## config.mk

```make
export PLATFORM = sky130hd
export DESIGN_NAME = uart_tx_arbiter
export DESIGN_NICKNAME = d
export VERILOG_FILES = /design/src/rtl/uart_pkg.sv /design/src/rtl/uart_rr_pick.sv /design/src/rtl/uart_tx_arbiter.sv
export SDC_FILE = /design/constraint.sdc
export NUM_CORES = 1
export LEC_CHECK = 0
export BUFFER_PORTS_ARGS = -buffer_cell sky130_fd_sc_hd__clkbuf_2
export CAP_MARGIN = 10
export CORE_AREA = 2 2 54 56
export DETAILED_ROUTE_END_ITERATION = 12
export DIE_AREA = 0 0 56 58
export PLACE_DENSITY = 0.88
export RECOVER_POWER = 50
export SLEW_MARGIN = 20
export SYNTH_ARGS = -nofsm -noshare
export SYNTH_HDL_FRONTEND = slang
export SYNTH_HIERARCHICAL = 1
export SYNTH_SLANG_ARGS = --single-unit
```

## constraint.sdc

```tcl
create_clock -name clk -period 7.35 [get_ports clk]
set_input_delay 0.735 -clock clk [delete_from_list [all_inputs] [get_ports clk]]
set_output_delay 0.735 -clock clk [all_outputs]
set_load 0.01 [all_outputs]
```

## src/rtl/uart_pkg.sv

```systemverilog
// Shared constants and FSM encoding for the UART transmit arbiter.
package uart_pkg;

    localparam int UART_NUM_REQ_DEF      = 4;
    localparam int UART_PAYLOAD_BITS_DEF = 8;

    typedef enum logic [1:0] {
        IDLE    = 2'd0,
        SEND    = 2'd1,
        WAIT_HI = 2'd2,
        WAIT_LO = 2'd3
    } arb_state_t;

endpackage

```

## src/rtl/uart_rr_pick.sv

```systemverilog
// Round-robin winner selection: search starts one past the last grant and wraps.
module uart_rr_pick
    import uart_pkg::*;
#(
    parameter int NUM_REQ = UART_NUM_REQ_DEF
) (
    input  logic [NUM_REQ-1:0]         req,
    input  logic [$clog2(NUM_REQ)-1:0] last_grant,
    output logic [NUM_REQ-1:0]         grant,
    output logic                       valid
);

    localparam int ID_W = $clog2(NUM_REQ);

    logic [ID_W-1:0] idx;
    logic            found;

    always_comb begin
        // NOTE: every output of a combinational block gets a default first; a path that skips an assignment infers a latch.
        grant = '0;
        found = 1'b0;
        idx   = '0;
        for (int i = 1; i <= NUM_REQ; i++) begin
            idx = ID_W'((int'(last_grant) + i) % NUM_REQ);
            if (!found && req[idx]) begin
                grant[idx] = 1'b1;
                found      = 1'b1;
            end
        end
    end

    assign valid = found;

endmodule

```

## src/rtl/uart_tx_arbiter.sv

```systemverilog
// Round-robin arbiter sharing one UART transmitter among NUM_REQ requesters.
// Optional message lock (a requester keeps the grant until req_last) enabled by UART_ARB_LOCK_EN.
module uart_tx_arbiter
    import uart_pkg::*;
#(
    parameter int NUM_REQ      = UART_NUM_REQ_DEF,
    parameter int PAYLOAD_BITS = UART_PAYLOAD_BITS_DEF
) (
    input  logic                            clk,
    input  logic                            resetn,
    input  logic [NUM_REQ-1:0]              req_valid,
    input  logic [NUM_REQ*PAYLOAD_BITS-1:0] req_data,
    input  logic [NUM_REQ-1:0]              req_last,
    output logic [NUM_REQ-1:0]              req_ready,
    output logic                            uart_tx_en,
    output logic [PAYLOAD_BITS-1:0]         uart_tx_data,
    input  logic                            uart_tx_busy,
    output logic [$clog2(NUM_REQ)-1:0]      grant_id,
    output logic                            arb_busy
);

    localparam int ID_W = $clog2(NUM_REQ);

    arb_state_t          state;
    logic [NUM_REQ-1:0]  eligible;
    logic [NUM_REQ-1:0]  win_onehot;
    logic                win_valid;
    logic                accept;
    logic [ID_W-1:0]     win_id;

`ifdef UART_ARB_LOCK_EN
    // While a message is open only its owner (the last grantee) may compete.
    logic lock_q;

    always_comb begin
        eligible = req_valid;
        if (lock_q) eligible = req_valid & (NUM_REQ'(1) << grant_id);
    end
`else
    logic unused_last;

    assign eligible    = req_valid;
    assign unused_last = ^req_last;
`endif

    uart_rr_pick #(
        .NUM_REQ (NUM_REQ)
    ) u_pick (
        .req        (eligible),
        .last_grant (grant_id),
        .grant      (win_onehot),
        .valid      (win_valid)
    );

    // Acceptance is combinational so req_ready lands in the same cycle the request is seen.
    assign accept    = resetn && (state == IDLE) && !uart_tx_busy && win_valid;
    assign req_ready = accept ? win_onehot : {NUM_REQ{1'b0}};

    always_comb begin
        win_id = '0;
        for (int i = 0; i < NUM_REQ; i++) begin
            if (win_onehot[i]) win_id = ID_W'(i);
        end
    end

    always_ff @(posedge clk or negedge resetn) begin
        if (!resetn) begin
            state        <= IDLE;
            uart_tx_en   <= 1'b0;
            uart_tx_data <= '0;
            grant_id     <= ID_W'(NUM_REQ - 1);
            arb_busy     <= 1'b0;
`ifdef UART_ARB_LOCK_EN
            lock_q       <= 1'b0;
`endif
        end else begin
            // NOTE: sequential state uses non-blocking assignments so every register samples pre-edge values.
            uart_tx_en <= 1'b0;
            case (state)
                IDLE: begin
                    if (accept) begin
                        state        <= SEND;
                        uart_tx_en   <= 1'b1;
                        uart_tx_data <= req_data[win_id*PAYLOAD_BITS +: PAYLOAD_BITS];
                        grant_id     <= win_id;
                        arb_busy     <= 1'b1;
`ifdef UART_ARB_LOCK_EN
                        lock_q       <= !req_last[win_id];
`endif
                    end
                end
                SEND:    state <= WAIT_HI;
                WAIT_HI: if (uart_tx_busy) state <= WAIT_LO;
                WAIT_LO: begin
                    if (!uart_tx_busy) begin
                        state    <= IDLE;
                        arb_busy <= 1'b0;
                    end
                end
                default: state <= IDLE;
            endcase
        end
    end

endmodule

```

==> key figures <==
Synth
  • Count leader, synth: nand2_1
  • Synth unique cells: 34
  • Sequential share of the synthesized area: ~28%
  • Main flop type after synthesis: dfrtp_1
  • Synth Cell Area: approximately 1300 um^2
  • Number of enable flip-flop cells after synthesis: 0
  • Top cells by area, synth: dfrtp_1 (24%), ha_1 (11%), mux2_2 (9.0%), a222oi_1 (6.4%), mux2i_1 (6.4%)
  • Synth top area share: 24.0%
  • Commonest cells post-synth: nand2_1 (17), dfrtp_1 (12), ha_1 (11)
  • Post-Syn Instances: 129
  • Async S/R FF share, synth: 100%
  • Synth Area per Inst: 9.72 um^2
  • #FFs+latches synth: 14
  • Yosys warning total: 6
  • Syn nets: 183
  • Cell taking the most area after synthesis: dfrtp_1

Final layout
  • Antenna cell count: 0
  • Final #Nets: between 200 and 250
  • Post-layout util: around three fifths
  • Layout cells sized above 1: a little over a third
  • Fillers: ~260
  • Area delta synth->final: 23.6%

Hold path
  • Worst Hold Class: reg -> reg
  • Hold depth: 2

Floorplan
  • Die width: roughly 56 um
  • I/O pin cnt: approximately 60
  • DIE AREA: roughly 3200 um^2
  • Initial Util: roughly 47%
  • Core area: approximately 2700 um^2
  • Row count: 19
  • Die Span Y: 58 um

Placement
  • RD Place Congestion: 0.825
  • Post-DP HPWL: around 2400 um
  • Number of port buffers: 54

STA
  • Skew final: 0.00506 ns
  • Hold Worst Slack: between 0.4 and 0.5 ns
  • Final setup fails: 0
  • Post-route minimum period: just under 4 ns
  • Setup_tns: 0 ns
  • FMAX: roughly 260 MHz
  • RSZ-0062 raised after global routing: false
  • Slew @ Worst Pin: 0.853 ns
  • Slew Limit Fails: 0
  • Final Hold Vio Count: 0
  • Slew margin rel.: between 40 and 50%
  • Final Cycle Share: 52.7%

Critical path
  • Worst setup EP type: output pin
  • CP Max Fanout: 10
  • Critical path required time: 6.61 ns
  • Setup slack, reg-to-reg: slightly below 4 ns
  • Critical path class: reg -> out
  • Worst Path Arrival: 3.14 ns
  • Setup crit start kind: flop
  • R2R cell count: 9

Routing
  • Vias post-DR: about 1200
  • Starting DRT DRC Count: roughly 100
  • Drc violations: 0
  • Vias per inst: 5.61
  • WL/cell: around 14 um
  • Final WL: slightly above 3000 um
  • Pre-antenna DRT Iters: 4
  • Post-DRT Antenna Nets: 0

Global route
  • Initial antenna violation count: 0
  • GRT overflow: 0
  • Pin count of the biggest net entering global routing: 24
  • Number of global-route vias before repair: ~1100
  • First-pass GRT wire length: 4990 um
  • GRT Total Usage: around 20%

Clocking
  • CTS Buffer Depth: 2
  • CTS tree: yes
  • Clk pin slew, worst setup/hold paths: 0.09 ns
  • CTS resizes: 0
  • CTS root buffer: clkbuf_4
  • Skew-Pair Late Insertion Delay: roughly 0.29 ns
  • Cts bufs inserted: 3
  • Clock tree sinks: 14
  • Postcts setup bufs: 0
  • CTS Hold Bufs: 0
  • Htree depth: 1

Run status
  • Status: finished, final reports clean

Run
  • Max-cap violations: 0

Power
  • Static Leak: a little under 0.8 nW
  • VDD IR max: approximately 0.29 mV
  • Pwr per Cell Area: 388 nW/um^2
## metal layers
| metal | routed length (um) | global-route usage [%] | share of wire, % | vias to the layer above |
|---|---|---|---|---|
| met5 | 0 | 0 | 0 | - |
| met4 | 54 | 6.80 | 1.8 | 0 |
| met3 | 145 | 5.36 | 4.7 | 6 |
| met2 | 1520 | 32.4 | 50 | 33 |
| met1 | 1340 | 24.7 | 44 | 565 |
| li1 | - | - | - | 586 |
## metrics by stage
stage	std cells	power, mW	worst slack [ns]	instance area [um^2]
finish	212	0.602	3.47	1550
global route	212	0.649	3.22	1550
CTS	212	0.607	3.47	1560
detailed placement	208	0.546	3.79	1520
global placement	208	0.535	3.80	1520
floorplan	129	0.457	4.11	1250
## sequential cells by signal (all words and copies together) (netlist names)
register	cells
grant_id	2
state	2
uart_tx_data	8
uart_tx_en	1
arb_busy	1
## worst paths after layout
path / start / to
setup reg to reg: grant_id[0] / uart_tx_data[6]
hold / removal: uart_tx_data[7] / uart_tx_data[7]
hold reg to reg: uart_tx_data[7] / uart_tx_data[7]
setup / recovery: grant_id[0] / req_ready[1]
min in group asynchronous: resetn / uart_tx_data[7]
max in group asynchronous: resetn / uart_tx_data[3]
## area by class of cell
class / instances / area (um^2) / share of cell area (%)
multi-input combinational: 99 / 825 / 53.2
sequential: 14 / 353 / 22.8
timing repair buffer: 54 / 259 / 16.7
tap: 31 / 38.8 / 2.50
inverter: 10 / 37.5 / 2.42
clock buffer: 4 / 36.3 / 2.34
## where the power goes
| part | internal (mW) | total, mW | switching (mW) | leakage [nW] |
|---|---|---|---|---|
| Combinational | 0.180 | 0.397 | 0.217 | 0.598 |
| Clock | 0.0302 | 0.0560 | 0.0258 | 0.0210 |
| Sequential | 0.114 | 0.149 | 0.0345 | 0.172 |
| Total | 0.324 | 0.602 | 0.278 | 0.790 |
## cells by family (layout without fill, tap and decap cells)
kind of cell	Yosys count	count (layout)	synth area share [%]
simple gates	38	38	16.7
mux	21	21	19.6
buf+inv	16	68	6.09
flops	14	14	28.1
fa+ha+maj	11	11	11.0
compound gates	29	29	18.6
## layout by cell type (no fill, tap or decap), types with 2 or more instances in the layout
cell type,netlist,layout
clkbuf_4,0,3
and2_1,3,3
nand2b_1,3,3
ha_1,11,11
dfstp_2,2,2
mux2_2,10,10
nand4_1,2,2
mux2i_1,8,8
dfrtp_1,12,12
o21ai_0,9,9
nor2b_1,2,2
nand2_1,17,17
clkbuf_2,0,45
a222oi_1,8,8
o21ai_1,2,2
nor2_1,5,5
clkbuf_1,3,9
inv_1,10,10
a221o_1,4,4
## critical path: stages (launching register included)
cell and delay, ns:
dfstp_2 0.65, inv_1 0.19, ha_1 0.44, mux2i_1 0.26
o2111ai_1 0.14, o21ai_0 0.37, a221o_1 0.49, and2_1 0.19
clkbuf_2 0.13
(Power assumes the default switching activity.)
